File: src/rtl/fxp_signal_stage_if.sv
// Streaming bus for the Q16.16 signal-to-position stage: input samples upstream,
// shaped position and flags downstream, each side with its own valid/ready pair.
interface fxp_signal_stage_if;
  logic               in_valid;
  logic               in_ready;
  logic signed [31:0] trend_i;
  logic signed [31:0] z_i;
  logic               out_valid;
  logic               out_ready;
  logic signed [31:0] pos_o;
  logic               clamped_o;
  logic               dead_o;
  logic               flip_o;

  // The stage itself: consumes samples, produces positions.
  modport slave (
    input  in_valid, trend_i, z_i, out_ready,
    output in_ready, out_valid, pos_o, clamped_o, dead_o, flip_o
  );

  // The environment around the stage: feeds samples, drains positions.
  modport master (
    output in_valid, trend_i, z_i, out_ready,
    input  in_ready, out_valid, pos_o, clamped_o, dead_o, flip_o
  );
endinterface

File: src/rtl/fxp_signal_stage.sv
// Q16.16 signal-to-position stage: weighted trend/z score, half gain, clamp,
// deadband and sign-flip tracking over a 3-deep stall-together pipeline.
module fxp_signal_stage #(
  parameter int                 CNT_W   = 16,
  parameter logic signed [31:0] LIMIT_Q = 32'sd131072,
  parameter logic signed [31:0] EPS_Q   = 32'sd655
) (
  input  logic                 clk,
  input  logic                 rst,
  fxp_signal_stage_if.slave    bus,
  input  logic                 clr_cnt_i,
  output logic [CNT_W-1:0]     clamp_cnt_o
);

  localparam int DATA_W = 32;
  localparam int COEF_W = 32;
  localparam int STAGES = 3;

  // Score weights: WT = 0.75, WZ = 0.25 in Q16.16.
  localparam logic signed [COEF_W-1:0] WT_Q = 32'sd49152;
  localparam logic signed [COEF_W-1:0] WZ_Q = 32'sd16384;

  typedef enum logic [1:0] {
    SGN_NONE = 2'd0,
    SGN_POS  = 2'd1,
    SGN_NEG  = 2'd2
  } sign_e;

  typedef struct packed {
    logic signed [DATA_W-1:0] pos;
    logic                     clamped;
    logic                     dead;
  } shape_t;

  // Q16.16 product with floor rounding: full 64-bit product, arithmetic >>> 16.
  function automatic logic signed [DATA_W-1:0] mul_q16(
    input logic signed [COEF_W-1:0] c,
    input logic signed [DATA_W-1:0] x
  );
    logic signed [DATA_W+COEF_W-1:0] cw;
    logic signed [DATA_W+COEF_W-1:0] xw;
    logic signed [DATA_W+COEF_W-1:0] p;
    cw = (DATA_W+COEF_W)'(c);
    xw = (DATA_W+COEF_W)'(x);
    p  = cw * xw;
    return p[DATA_W+15:16];
  endfunction

  // Saturate to +/-LIMIT_Q (boundary not clamped), then zero the open deadband.
  function automatic shape_t shape_pos(input logic signed [DATA_W-1:0] p);
    shape_t s;
    s.pos     = p;
    s.clamped = 1'b0;
    s.dead    = 1'b0;
    if (p > LIMIT_Q) begin
      s.pos     = LIMIT_Q;
      s.clamped = 1'b1;
    end else if (p < -LIMIT_Q) begin
      s.pos     = -LIMIT_Q;
      s.clamped = 1'b1;
    end else if ((p > -EPS_Q) && (p < EPS_Q)) begin
      s.pos  = '0;
      s.dead = 1'b1;
    end
    return s;
  endfunction

  logic en;

  logic                     vld_p1_q, vld_p2_q, vld_p3_q;
  logic signed [DATA_W-1:0] tw_p1_q, zw_p1_q;
  logic signed [DATA_W-1:0] pos_p2_q;
  logic signed [DATA_W-1:0] pos_p3_q, pos_p3_d;
  logic                     clamped_p3_q, clamped_p3_d;
  logic                     dead_p3_q, dead_p3_d;
  logic                     flip_p3_q, flip_p3_d;
  sign_e                    last_sign_q, last_sign_d;
  logic [CNT_W-1:0]         cnt_q, cnt_d;

  logic signed [DATA_W:0]   score_p1;
  shape_t                   shp_p2;
  sign_e                    new_sign;

  // Every stage moves together; a held output freezes the whole pipe.
  assign en          = !vld_p3_q || bus.out_ready;
  assign bus.in_ready = en;

  // ---- S1 -> S2 boundary: weighted sum, 33-bit so it never wraps ----
  assign score_p1 = {tw_p1_q[DATA_W-1], tw_p1_q} + {zw_p1_q[DATA_W-1], zw_p1_q};

  // ---- S2 -> S3 boundary: shaping and sign tracking ----
  always_comb begin
    shp_p2       = shape_pos(pos_p2_q);
    new_sign     = SGN_NONE;
    last_sign_d  = last_sign_q;
    flip_p3_d    = 1'b0;
    pos_p3_d     = '0;
    clamped_p3_d = 1'b0;
    dead_p3_d    = 1'b0;
    if (vld_p2_q) begin
      pos_p3_d     = shp_p2.pos;
      clamped_p3_d = shp_p2.clamped;
      dead_p3_d    = shp_p2.dead;
      if (shp_p2.pos != '0) begin
        new_sign    = shp_p2.pos[DATA_W-1] ? SGN_NEG : SGN_POS;
        flip_p3_d   = (last_sign_q != SGN_NONE) && (new_sign != last_sign_q);
        last_sign_d = new_sign;
      end
    end
  end

  always_comb begin
    cnt_d = cnt_q;
    if (clr_cnt_i) begin
      cnt_d = '0;
    end else if (vld_p3_q && bus.out_ready && clamped_p3_q && (cnt_q != {CNT_W{1'b1}})) begin
      cnt_d = cnt_q + 1'b1;
    end
  end

  // Datapath stages S1/S2 carry no reset; their valids gate everything downstream.
  always_ff @(posedge clk) begin
    if (en) begin
      tw_p1_q  <= mul_q16(WT_Q, bus.trend_i);
      zw_p1_q  <= mul_q16(WZ_Q, bus.z_i);
      pos_p2_q <= score_p1[DATA_W:1];
    end
  end

  // ---- S3: control, outputs and counter ----
  always_ff @(posedge clk or posedge rst) begin
    if (rst) begin
      vld_p1_q     <= 1'b0;
      vld_p2_q     <= 1'b0;
      vld_p3_q     <= 1'b0;
      pos_p3_q     <= '0;
      clamped_p3_q <= 1'b0;
      dead_p3_q    <= 1'b0;
      flip_p3_q    <= 1'b0;
      last_sign_q  <= SGN_NONE;
      cnt_q        <= '0;
    end else begin
      cnt_q <= cnt_d;
      if (en) begin
        vld_p1_q     <= bus.in_valid;
        vld_p2_q     <= vld_p1_q;
        vld_p3_q     <= vld_p2_q;
        pos_p3_q     <= pos_p3_d;
        clamped_p3_q <= clamped_p3_d;
        dead_p3_q    <= dead_p3_d;
        flip_p3_q    <= flip_p3_d;
        last_sign_q  <= last_sign_d;
      end
    end
  end

  assign bus.out_valid = vld_p3_q;
  assign bus.pos_o     = pos_p3_q;
  assign bus.clamped_o = clamped_p3_q;
  assign bus.dead_o    = dead_p3_q;
  assign bus.flip_o    = flip_p3_q;
  assign clamp_cnt_o   = cnt_q;

  if (STAGES != 3) begin : g_stage_guard
    $error("fxp_signal_stage is built as exactly three stages");
  end

endmodule

File: src/flat_wrapper.sv
// flat-port wrapper written by rule: the top's interface ports become plain ports
module fxp_signal_stage_flat 
#(
  parameter int                 CNT_W   = 16,
  parameter logic signed [31:0] LIMIT_Q = 32'sd131072,
  parameter logic signed [31:0] EPS_Q   = 32'sd655
)
  (clk, rst, clr_cnt_i, clamp_cnt_o, bus_in_valid, bus_trend_i, bus_z_i, bus_out_ready, bus_in_ready, bus_out_valid, bus_pos_o, bus_clamped_o, bus_dead_o, bus_flip_o);
  fxp_signal_stage_if bus_i ();
  input  logic clk;
  input  logic rst;
  input  logic clr_cnt_i;
  output logic [CNT_W-1:0] clamp_cnt_o;
  input wire logic [$bits(bus_i.in_valid)-1:0] bus_in_valid;
  input wire logic [$bits(bus_i.trend_i)-1:0] bus_trend_i;
  input wire logic [$bits(bus_i.z_i)-1:0] bus_z_i;
  input wire logic [$bits(bus_i.out_ready)-1:0] bus_out_ready;
  output wire logic [$bits(bus_i.in_ready)-1:0] bus_in_ready;
  output wire logic [$bits(bus_i.out_valid)-1:0] bus_out_valid;
  output wire logic [$bits(bus_i.pos_o)-1:0] bus_pos_o;
  output wire logic [$bits(bus_i.clamped_o)-1:0] bus_clamped_o;
  output wire logic [$bits(bus_i.dead_o)-1:0] bus_dead_o;
  output wire logic [$bits(bus_i.flip_o)-1:0] bus_flip_o;
  assign bus_i.in_valid = bus_in_valid;
  assign bus_i.trend_i = bus_trend_i;
  assign bus_i.z_i = bus_z_i;
  assign bus_i.out_ready = bus_out_ready;
  assign bus_in_ready = bus_i.in_ready;
  assign bus_out_valid = bus_i.out_valid;
  assign bus_pos_o = bus_i.pos_o;
  assign bus_clamped_o = bus_i.clamped_o;
  assign bus_dead_o = bus_i.dead_o;
  assign bus_flip_o = bus_i.flip_o;
  fxp_signal_stage #(.CNT_W(CNT_W), .LIMIT_Q(LIMIT_Q), .EPS_Q(EPS_Q)) u_core (.clk(clk), .rst(rst), .bus(bus_i), .clr_cnt_i(clr_cnt_i), .clamp_cnt_o(clamp_cnt_o));
endmodule
File: config.mk
export PLATFORM = sky130hd
export DESIGN_NAME = fxp_signal_stage_flat
export DESIGN_NICKNAME = d
export VERILOG_FILES = /design/src/rtl/fxp_signal_stage_if.sv /design/src/rtl/fxp_signal_stage.sv /design/src/flat_wrapper.sv
export SDC_FILE = /design/constraint.sdc
export NUM_CORES = 1
export LEC_CHECK = 0
export ABC_AREA = 1
export BUFFER_PORTS_ARGS = -buffer_cell sky130_fd_sc_hd__buf_2
export CORE_MARGIN = 2
export CORE_UTILIZATION = 50
export CTS_CLUSTER_SIZE = 12
export DETAILED_ROUTE_END_ITERATION = 7
export MAX_ROUTING_LAYER = met4
export PLACE_DENSITY = 0.66
export SLEW_MARGIN = 25
export SYNTH_ARGS = -nofsm -noshare
export SYNTH_HDL_FRONTEND = slang
export SYNTH_SLANG_ARGS = --single-unit
File: constraint.sdc
create_clock -name clk -period 3.25 [get_ports clk]
set_input_delay 0.1625 -clock clk [delete_from_list [all_inputs] [get_ports clk]]
set_output_delay 0.1625 -clock clk [all_outputs]
set_load 0.005 [all_outputs]
**After elaboration in Yosys (flattened, before gate mapping)**

Index checks and enable logic that the tools add are counted.

- Bits in registers: 150
- Output and inout port bits: 53
- Bits of input ports: 69
- Word-level logic and storage cells: 47

- Mux-type cells: 15
- Reductions and logical operators: 11
- $mul: 1
- $lt $le $gt $ge: 4
- Add/subtract/negate cells: 2
- Equal/unequal tests: 2

Operators with widths:

| operator | count |
|---|---|
| 2-to-1 mux 32 bit | 3 |
| multiplier 3 x 32 -> 34 bit, first input constant | 1 |
| adder 32 x 30 -> 33 bit | 1 |
| 2-to-1 mux 33 bit | 1 |
| > comparator 32 x 11 -> 1 bit, second input constant | 1 |
| > comparator 32 x 19 -> 1 bit, second input constant | 1 |
| < comparator 32 x 11 -> 1 bit, second input constant | 1 |
| < comparator 32 x 18 -> 1 bit, second input constant | 1 |
| 2-to-1 mux 16 bit | 2 |
| nonzero test 32 bit | 1 |
| adder 16 x 1 -> 16 bit, second input constant | 1 |
| inequality test 16 bit, second input constant | 1 |
| 2-to-1 mux 1 bit | 8 |
| logical AND 1 bit | 5 |
| nonzero test 2 bit | 2 |
| AND reduction 3 bit | 1 |
| 2-to-1 mux 2 bit | 1 |
| inequality test 2 bit | 1 |
| zero test 1 bit | 1 |
| logical OR 1 bit | 1 |

**Longest topological paths before layout**

Gate-level depths: netlist (run 1).

- Word-level depth: 10
- Depth in mapped cells: 15
- Depth with buffers taken out: 14

**Worst setup path after synthesis (run 1)**

No wires, ideal clock.

- Path kind: flip-flop to flip-flop
- Start point: register u_core.vld_p3_q (netlist: u_core.bus.out_valid)
- End point: register u_core.pos_p2_q[0], enable pin
- Setup slack: 0.216 ns
- Data arrival time: 2.583 ns
- Cell stages (with the launch flop): 5
- Clock period less this slack: 3.034 ns
- Library setup time: 0.451 ns
- Path through: dfrtp_1 inv_1 nor2_1 clkbuf_1 inv_1

- Cells in the longest elaborated chain, start to end: 2

Ends and longest elaborated chain:

| what | RTL line | source |
|---|---|---|
| start, declared | fxp_signal_stage.sv:70 | `logic vld_p1_q, vld_p2_q, vld_p3_q;` |
| start signal, assigned | fxp_signal_stage.sv:147 | `vld_p3_q <= vld_p2_q;` |
| zero test 1 bit | fxp_signal_stage.sv:85 | `assign en = !vld_p3_q \|\| bus.out_ready;` |
| logical OR 1 bit | fxp_signal_stage.sv:85 |  |
| net bus_in_ready | flat_wrapper.sv:18 | `output wire logic [$bits(bus_i.in_ready)-1:0] bus_in_ready;` |
| end signal, assigned | fxp_signal_stage.sv:126 | `pos_p2_q <= score_p1[DATA_W:1];` |
| end, declared | fxp_signal_stage.sv:72 | `logic signed [DATA_W-1:0] pos_p2_q;` |

The timed path passes the listed nets, and every way through them passes these cells.
A chain may end at the register's enable or synchronous reset.

**Final worst setup path (run 1)**

- Start point: register u_core.tw_p1_q[3]
- End point: register u_core.pos_p2_q[25] (data pin)

- Cells in the longest elaborated chain, start to end: 1

Ends and longest elaborated chain:

| what | RTL line | source |
|---|---|---|
| start, declared | fxp_signal_stage.sv:71 | `logic signed [DATA_W-1:0] tw_p1_q, zw_p1_q;` |
| start signal, assigned | fxp_signal_stage.sv:124 | `tw_p1_q <= mul_q16(WT_Q, bus.trend_i);` |
| adder 32 x 30 -> 33 bit | fxp_signal_stage.sv:89 | `assign score_p1 = {tw_p1_q[DATA_W-1], tw_p1_q} + {zw_p1_q[DATA_W-1], zw_p1_q};` |
| net u_core.score_p1[26] | fxp_signal_stage.sv:80 | `logic signed [DATA_W:0] score_p1;` |

The timed path passes the listed nets, and every way through them passes these cells.

==> results of run 1 <==
==> state kept, by name (all words and copies together), names as in the netlist, 2 cells and up <==
signal	count
u_core.bus.pos_o	32
u_core.pos_p2_q	32
u_core.tw_p1_q	32
u_core.zw_p1_q	30
u_core.clamp_cnt_o	16
u_core.last_sign_q	2
==> path summary, 6_finish.rpt <==
check / to / slack [ps] / cells after the start
min in group asynchronous: u_core.bus.out_valid / 480 / 3
max in group asynchronous: u_core.bus.pos_o[6] / 2040 / 4
min: u_core.tw_p1_q[31] / 80 / 3
max reg2reg: u_core.pos_p2_q[25] / 890 / 9
max: u_core.pos_p2_q[25] / 890 / 9
min reg2reg: u_core.bus.pos_o[10] / 470 / 2
==> synthesized netlist by cell type, drive strengths merged <==
library cell  number  area, sq um
a21boi             8         75.1
a21o              13         97.6
a21oi             60          300
a31oi              8         50.1
and3               2         12.5
buf                7         61.3
clkbuf             5         18.8
dfrtp             56         1400
edfxtp            94         2820
fa                 2         40.0
ha                92         1150
inv              163          612
nand2            377         1430
nand3             66          330
nand3b             2         15.0
nand4             29          181
nor2             140          536
nor3              20          105
nor4               8         50.1
o21a               3         22.5
o21ai             58          302
o21bai            11         82.6
o22ai              1         6.26
o31ai              4         30.0
or2                1         6.26
xnor2              2         17.5
xor2              44          385
==> area by class of cell <==
cell class                      count  area, sq um
Clock buffer                       22          500
Clock inverter                     10         88.8
Fill cell                        1889         8080
Inverter                          163          614
Multi-Input combinational cell    951         5230
Sequential cell                   150         4220
Tap cell                          270          338
Timing Repair Buffer              157          963
==> worst min-delay path, delay by kind of cell <==
family                 cells  cell delay [ps]
AND/OR/NAND/NOR            2              130
buffers and inverters      1              100
==> routing by layer <==
metal,track usage,up-vias,wire (um)
met5,-,-,0
met4,0.114,0,767
met3,0.0284,55,977
met2,0.406,242,11700
met1,0.281,4030,10400
li1,-,4563,-
==> metrics by stage <==
step           setup WS, ps  cell area, sq um  utilization  instances  hold slack, ps
2_1_floorplan           216             10100            -       1276             261
3_3_place_gp            870             11000        0.551       1658             339
3_5_place_dp            869             11000        0.551       1658             341
4_1_cts                 961             12000        0.597       1723            58.7
5_1_grt                 773             12000        0.597       1723            96.0
6_report                893             12000        0.597       1723            78.0
==> logic make-up (layout without fill, tap and decap cells) <==
kind of cell / after synthesis / after routing / synth area share
AO/OA/AOI/OAI: 166 / 166 / 0.0952
XOR/XNOR: 46 / 46 / 0.0397
adder cells (fa/ha/maj): 94 / 94 / 0.117
buffers and inverters: 175 / 352 / 0.0682
flip-flops: 150 / 150 / 0.416
AND/OR/NAND/NOR: 645 / 645 / 0.263
==> report_power, final <==
part / internal, W / switching, W
registers: 0.00280 / 0.000340
clock network: 0.00117 / 0.000753
logic: 0.00107 / 0.00197
total: 0.00504 / 0.00306
==> results.sh, run 1 <==
export IMPL_cts_hold_buf=33
export IMPL_totalWireLength_um=23900
export IMPL_initial_core_util=0.506
export IMPL_crit_family="compound AO/OA/AOI/OAI gates"
export IMPL_skew_ps=9.21
export IMPL_track_usage=0.238
export IMPL_worstPathMaxFanout=4
export IMPL_power_leakage_nw=5.96
export IMPL_h_tree_depth=4
export IMPL_rsz0062_at_grt="no"
export IMPL_cp_slowest_cell="edfxtp_1"
export IMPL_fmax_ghz=0.424
export IMPL_grt_pass1_wl_um=39900
export IMPL_fp_dieH_um=146
export IMPL_synth_area_sq_mm=0.0101
export IMPL_peakVddDrop_mv=0.350
export IMPL_port_buffers=119
export IMPL_grt_pass1_vias=8570
export IMPL_cts_tree="built"
export IMPL_syn_avg_cell_area_sq_um=7.95
export IMPL_drc_errors=0
export IMPL_crit_chain="ha_1 > a21oi_1 > o21ai_2 > a21oi_1 > o21ai_0 > nand2_1 > nand3_1 > nand2_1 > nand2_1"
export IMPL_vias=8890
export IMPL_cts_buffers=17
export IMPL_final_cell_mix="nand2_1, inv_1, nor2_1, buf_2, edfxtp_1"
export IMPL_ys_seq_elements=150
export IMPL_critPathLaunch="u_core.tw_p1_q[3]"
export IMPL_post_cts_resized=0
export IMPL_clock_sinks=150
export IMPL_netlist_cell_type_count=38
export IMPL_min_period_ps=2360
export IMPL_antenna_left=0
export IMPL_clk_latency_ps=420
export IMPL_path_common_cell="nand2_1"
export IMPL_layout_drive_gt1_share=0.123
export IMPL_worstSetupEndpointType="register"
export IMPL_area_growth_pct=17.9
export IMPL_hold_path_startpoint="bus_trend_i[31]"
export IMPL_setup_tns_final_ps=0
export IMPL_hp_class="in2reg"
export IMPL_layout_commonest_cell="nand2_1"
export IMPL_ys_seq_area_frac=0.416
export IMPL_crit_buf_inv=0
export IMPL_syn_nets=1439
export IMPL_first_iter_violations=530
export IMPL_gp_congestion=0.965
export IMPL_setup_violations=0
export IMPL_fin_nets=1603
export IMPL_hpwl_um=18700
export IMPL_tightest_slew_ps=869
export IMPL_root_buffer="clkbuf_16"
export IMPL_slew_headroom=0.420
export IMPL_antenna_cells=0
export IMPL_max_stage_delay_ps=380
export IMPL_hold_violations=0
export IMPL_worstPathRequired_ps=3430
export IMPL_p_total_w=0.00810
export IMPL_overflow=0
export IMPL_synthCells=1276
export IMPL_dr_pass1_iters=5
export IMPL_rows=52
export IMPL_yosysWarnings=0
export IMPL_postCtsSetupBuffers=0
export IMPL_powerDensity_mw_per_mm2=677
export IMPL_wl_per_cell_um=13.9
export IMPL_startpoint_type="register"
export IMPL_crit_type="reg2reg"
export IMPL_via_per_inst=5.16
export IMPL_r2r_start="u_core.tw_p1_q[3]"
export IMPL_core_sq_mm=0.0200
export IMPL_die_x_um=146
export IMPL_status="finished, final reports clean"
export IMPL_dieArea_sq_mm=0.0214
export IMPL_antenna_found_initial=0
export IMPL_ioPinCount=122
export IMPL_grt_max_degree=71
export IMPL_clkTransAtPathRegs_ps=60
export IMPL_maxCapViolations=0
export IMPL_ctsLongestPathBuffers=2
export IMPL_fin_crit_sh=0.725
export IMPL_crit_arrival_ps=2530
export IMPL_finalMaxSlewViolations=0
Note: power is estimated with default switching activity, not from simulation.
==> inputs of run 2 (changes only) <==
ABC_AREA = 0   (was 1)
PLACE_DENSITY = 0.7   (was 0.66)
clock period = 1.9 ns   (was 3.25 ns; I/O delays follow)
==> run 2 against run 1 <==
Effect of this change:
- the run now ends with negative setup slack left
- core utilization increased by 19 points
- critical path type unchanged
- power grew 95%
- clock skew about the same
- register-to-register slack lost 1500 ps
- sequential share of layout area down 5.1 points
- non-clock buffer count up 248
- critical path depth decreased by 1
- worst setup slack worse by 1500 ps
- fmax down 5.1%
==> results.sh, run 2 <==
export IMPL_skew_ps=8.81
export IMPL_area_growth_pct=55.1
export IMPL_fp_dieH_um=138
export IMPL_place_area_sq_mm=0.0120
export IMPL_synth_top_cell_by_area="edfxtp_1"
export IMPL_ioPinCount=122
export IMPL_antenna_left=0
export IMPL_hold_path_end="u_core.clamp_cnt_o[10]"
export IMPL_via_per_inst=5.53
export IMPL_fmax_ghz=0.403
export IMPL_gp_congestion=0.873
export IMPL_r2r_start="u_core.tw_p1_q[7]"
export IMPL_rows=49
export IMPL_min_period_ps=2480
export IMPL_totalWireLength_um=24500
export IMPL_layout_drive_gt1_share=0.463
export IMPL_dr_pass1_iters=6
export IMPL_stdcell_count=1475
export IMPL_synthMostInstantiatedCell="edfxtp_1"
export IMPL_fin_nets=1396
export IMPL_worstPathMaxFanout=3
export IMPL_clkTransAtPathRegs_ps=60
export IMPL_vias=8163
export IMPL_dieArea_sq_mm=0.0191
export IMPL_cts_tree="built"
export IMPL_initial_core_util=0.506
export IMPL_hpwl_um=15500
export IMPL_ctsLongestPathBuffers=2
export IMPL_grt_max_degree=57
export IMPL_fin_crit_sh=1.31
export IMPL_power_leakage_nw=6.27
export IMPL_core_sq_mm=0.0178
export IMPL_overflow=0
export IMPL_ys_seq_area_frac=0.468
export IMPL_hp_class="in2reg"
export IMPL_synthTopCellsByCount="edfxtp_1, ha_1, a21oi_1"
export IMPL_track_usage=0.243
export IMPL_violations="negative setup slack"
export IMPL_layout_commonest_cell="buf_4"
export IMPL_syn_avg_cell_area_sq_um=11.0
export IMPL_die_x_um=138
export IMPL_dp_cells=1369
export IMPL_peakVddDrop_mv=0.725
export IMPL_synth_top_cell_area_share=0.313
export IMPL_startpoint_type="register"
export IMPL_port_buffers=119
export IMPL_clk_latency_ps=420
export IMPL_p_switching_w=0.00543
export IMPL_maxCapViolations=0
export IMPL_grt_pass1_wl_um=37400
export IMPL_rsz0062_at_grt="yes"
export IMPL_worstPathRequired_ps=2070
export IMPL_setup_violations=82
export IMPL_p_comb_frac=0.466
export IMPL_ys_seq_elements=150
export IMPL_crit_arrival_ps=2660
export IMPL_yosysWarnings=0
export IMPL_antenna_cells=0
export IMPL_clock_sinks=150
export IMPL_hold_violations=0
export IMPL_min_path_cells=2
export IMPL_syn_nets=984
export IMPL_antenna_found_initial=0
export IMPL_crit_type="reg2reg"
export IMPL_netlist_cell_type_count=81
export IMPL_status="finished with violations"
export IMPL_p_seq_frac=0.334
export IMPL_ff2ff_setup_slack_ps=-580
export IMPL_wl_per_cell_um=16.6
export IMPL_setup_tns_final_ps=-22150
export IMPL_root_buffer="clkbuf_16"
export IMPL_cts_buffers=17
export IMPL_reg2reg_depth=8
export IMPL_worstSetupEndpointType="register"
export IMPL_synth_area_leaders="edfxtp_1, dfrtp_1, ha_1, xnor2_1, a21oi_1"
export IMPL_powerDensity_mw_per_mm2=1130
export IMPL_fin_area_sq_mm=0.0140
export IMPL_power_share_clock=0.200
export IMPL_synthCells=821
export IMPL_h_tree_depth=4
export IMPL_synth_flop_cell="edfxtp_1"
export IMPL_switching_share=0.344
export IMPL_finalMaxSlewViolations=0
export IMPL_fin_ws_ps=-583
export IMPL_fin_util=0.785
export IMPL_intPower_w=0.0103
export IMPL_slew_headroom=0.554
export IMPL_synthArstFlopShare=0.373
export IMPL_tightest_slew_ps=669
export IMPL_synth_enable_flop_cells=94
export IMPL_synth_area_sq_mm=0.00902
export IMPL_first_iter_violations=355
export IMPL_hold_path_startpoint="clr_cnt_i"
export IMPL_r2r_end="u_core.pos_p2_q[29]"
export IMPL_final_cell_mix="buf_4, buf_2, edfxtp_1, dfrtp_1, ha_1"
export IMPL_grt_pass1_vias=8062
export IMPL_drc_errors=0
-- run 2: cell type report --
type                            instances  area, sq um
Clock buffer                           19          464
Clock inverter                         13         92.6
Fill cell                            1015         3840
Inverter                               33          128
Multi-Input combinational cell        626         5750
Sequential cell                       150         4220
Tap cell                              229          287
Timing Repair Buffer                  405         3050
-- run 2: cell families after synthesis --
logic type      Yosys count  share of synthesized area
compound gates          243                      0.192
simple gates            228                      0.128
flops                   150                      0.468
fa+ha+maj                94                      0.132
xor+xnor                 57                     0.0553
buf+inv                  45                     0.0198
mux                       4                    0.00444
-- run 2: repair_timing --
| item | 4_1_cts | 5_1_grt |
|---|---|---|
| hold buffers | 32 | 0 |
| endpoints found under the hold margin | 87 | 0 |
| cloned | 0 | 0 |
| gates resized for setup | 69 | 93 |
| pin swaps | 59 | 73 |
| buffers inserted | 33 | 28 |
| setup endpoints to repair | 77 | 99 |
-- run 2: worst max-delay path: stages (launching register included) --
cell and delay, ps:
edfxtp_1 420, ha_4 270, a21o_1 170, or3_4 390, o211ai_4 220, a211oi_2 120
o31a_1 360, a31oi_1 220, xnor2_1 80
-- run 2: how the worst max path moves through the flow --
stage / from / endpoint / slack (ps) / depth (start not counted)
finish: u_core.tw_p1_q[7] / u_core.pos_p2_q[29] / -580 / 8
global route: u_core.tw_p1_q[16] / u_core.pos_p2_q[29] / -680 / 10
CTS: u_core.tw_p1_q[7] / u_core.pos_p2_q[27] / -530 / 8
detailed placement: bus_trend_i[1] / u_core.tw_p1_q[30] / -900 / 12
global placement: bus_trend_i[1] / u_core.tw_p1_q[30] / -810 / 12
floorplan: u_core.bus.out_valid / u_core.last_sign_q[1] / -850 / 6
-- run 2: power by group through the flow --
stage	Sequential, W	Clock [W]	Combinational (W)
2_1_floorplan	0.00521	0	0.00374
3_3_place_gp	0.00522	0	0.00609
3_5_place_dp	0.00527	0	0.00623
4_1_cts	0.00524	0.00320	0.00681
5_1_grt	0.00536	0.00333	0.00799
6_report	0.00527	0.00315	0.00736
-- run 2: per-stage QoR --
step | setup slack [ps] | hold WS, ps | total power (W)
after floorplan | -850 | 194 | 0.00895
after global placement | -805 | 272 | 0.0113
after detailed placement | -902 | 273 | 0.0115
after CTS | -530 | 15.5 | 0.0153
after global routing | -678 | 53.4 | 0.0167
final | -583 | 42.6 | 0.0158
-- run 2: metal layers --
layer  share of wire  track usage  vias to the layer above
met2            0.52        0.410                      263
li1                -            -                     3962
met3           0.037       0.0326                       49
met1            0.42        0.304                     3889
met5               0            -                        -
met4           0.024       0.0843                        0
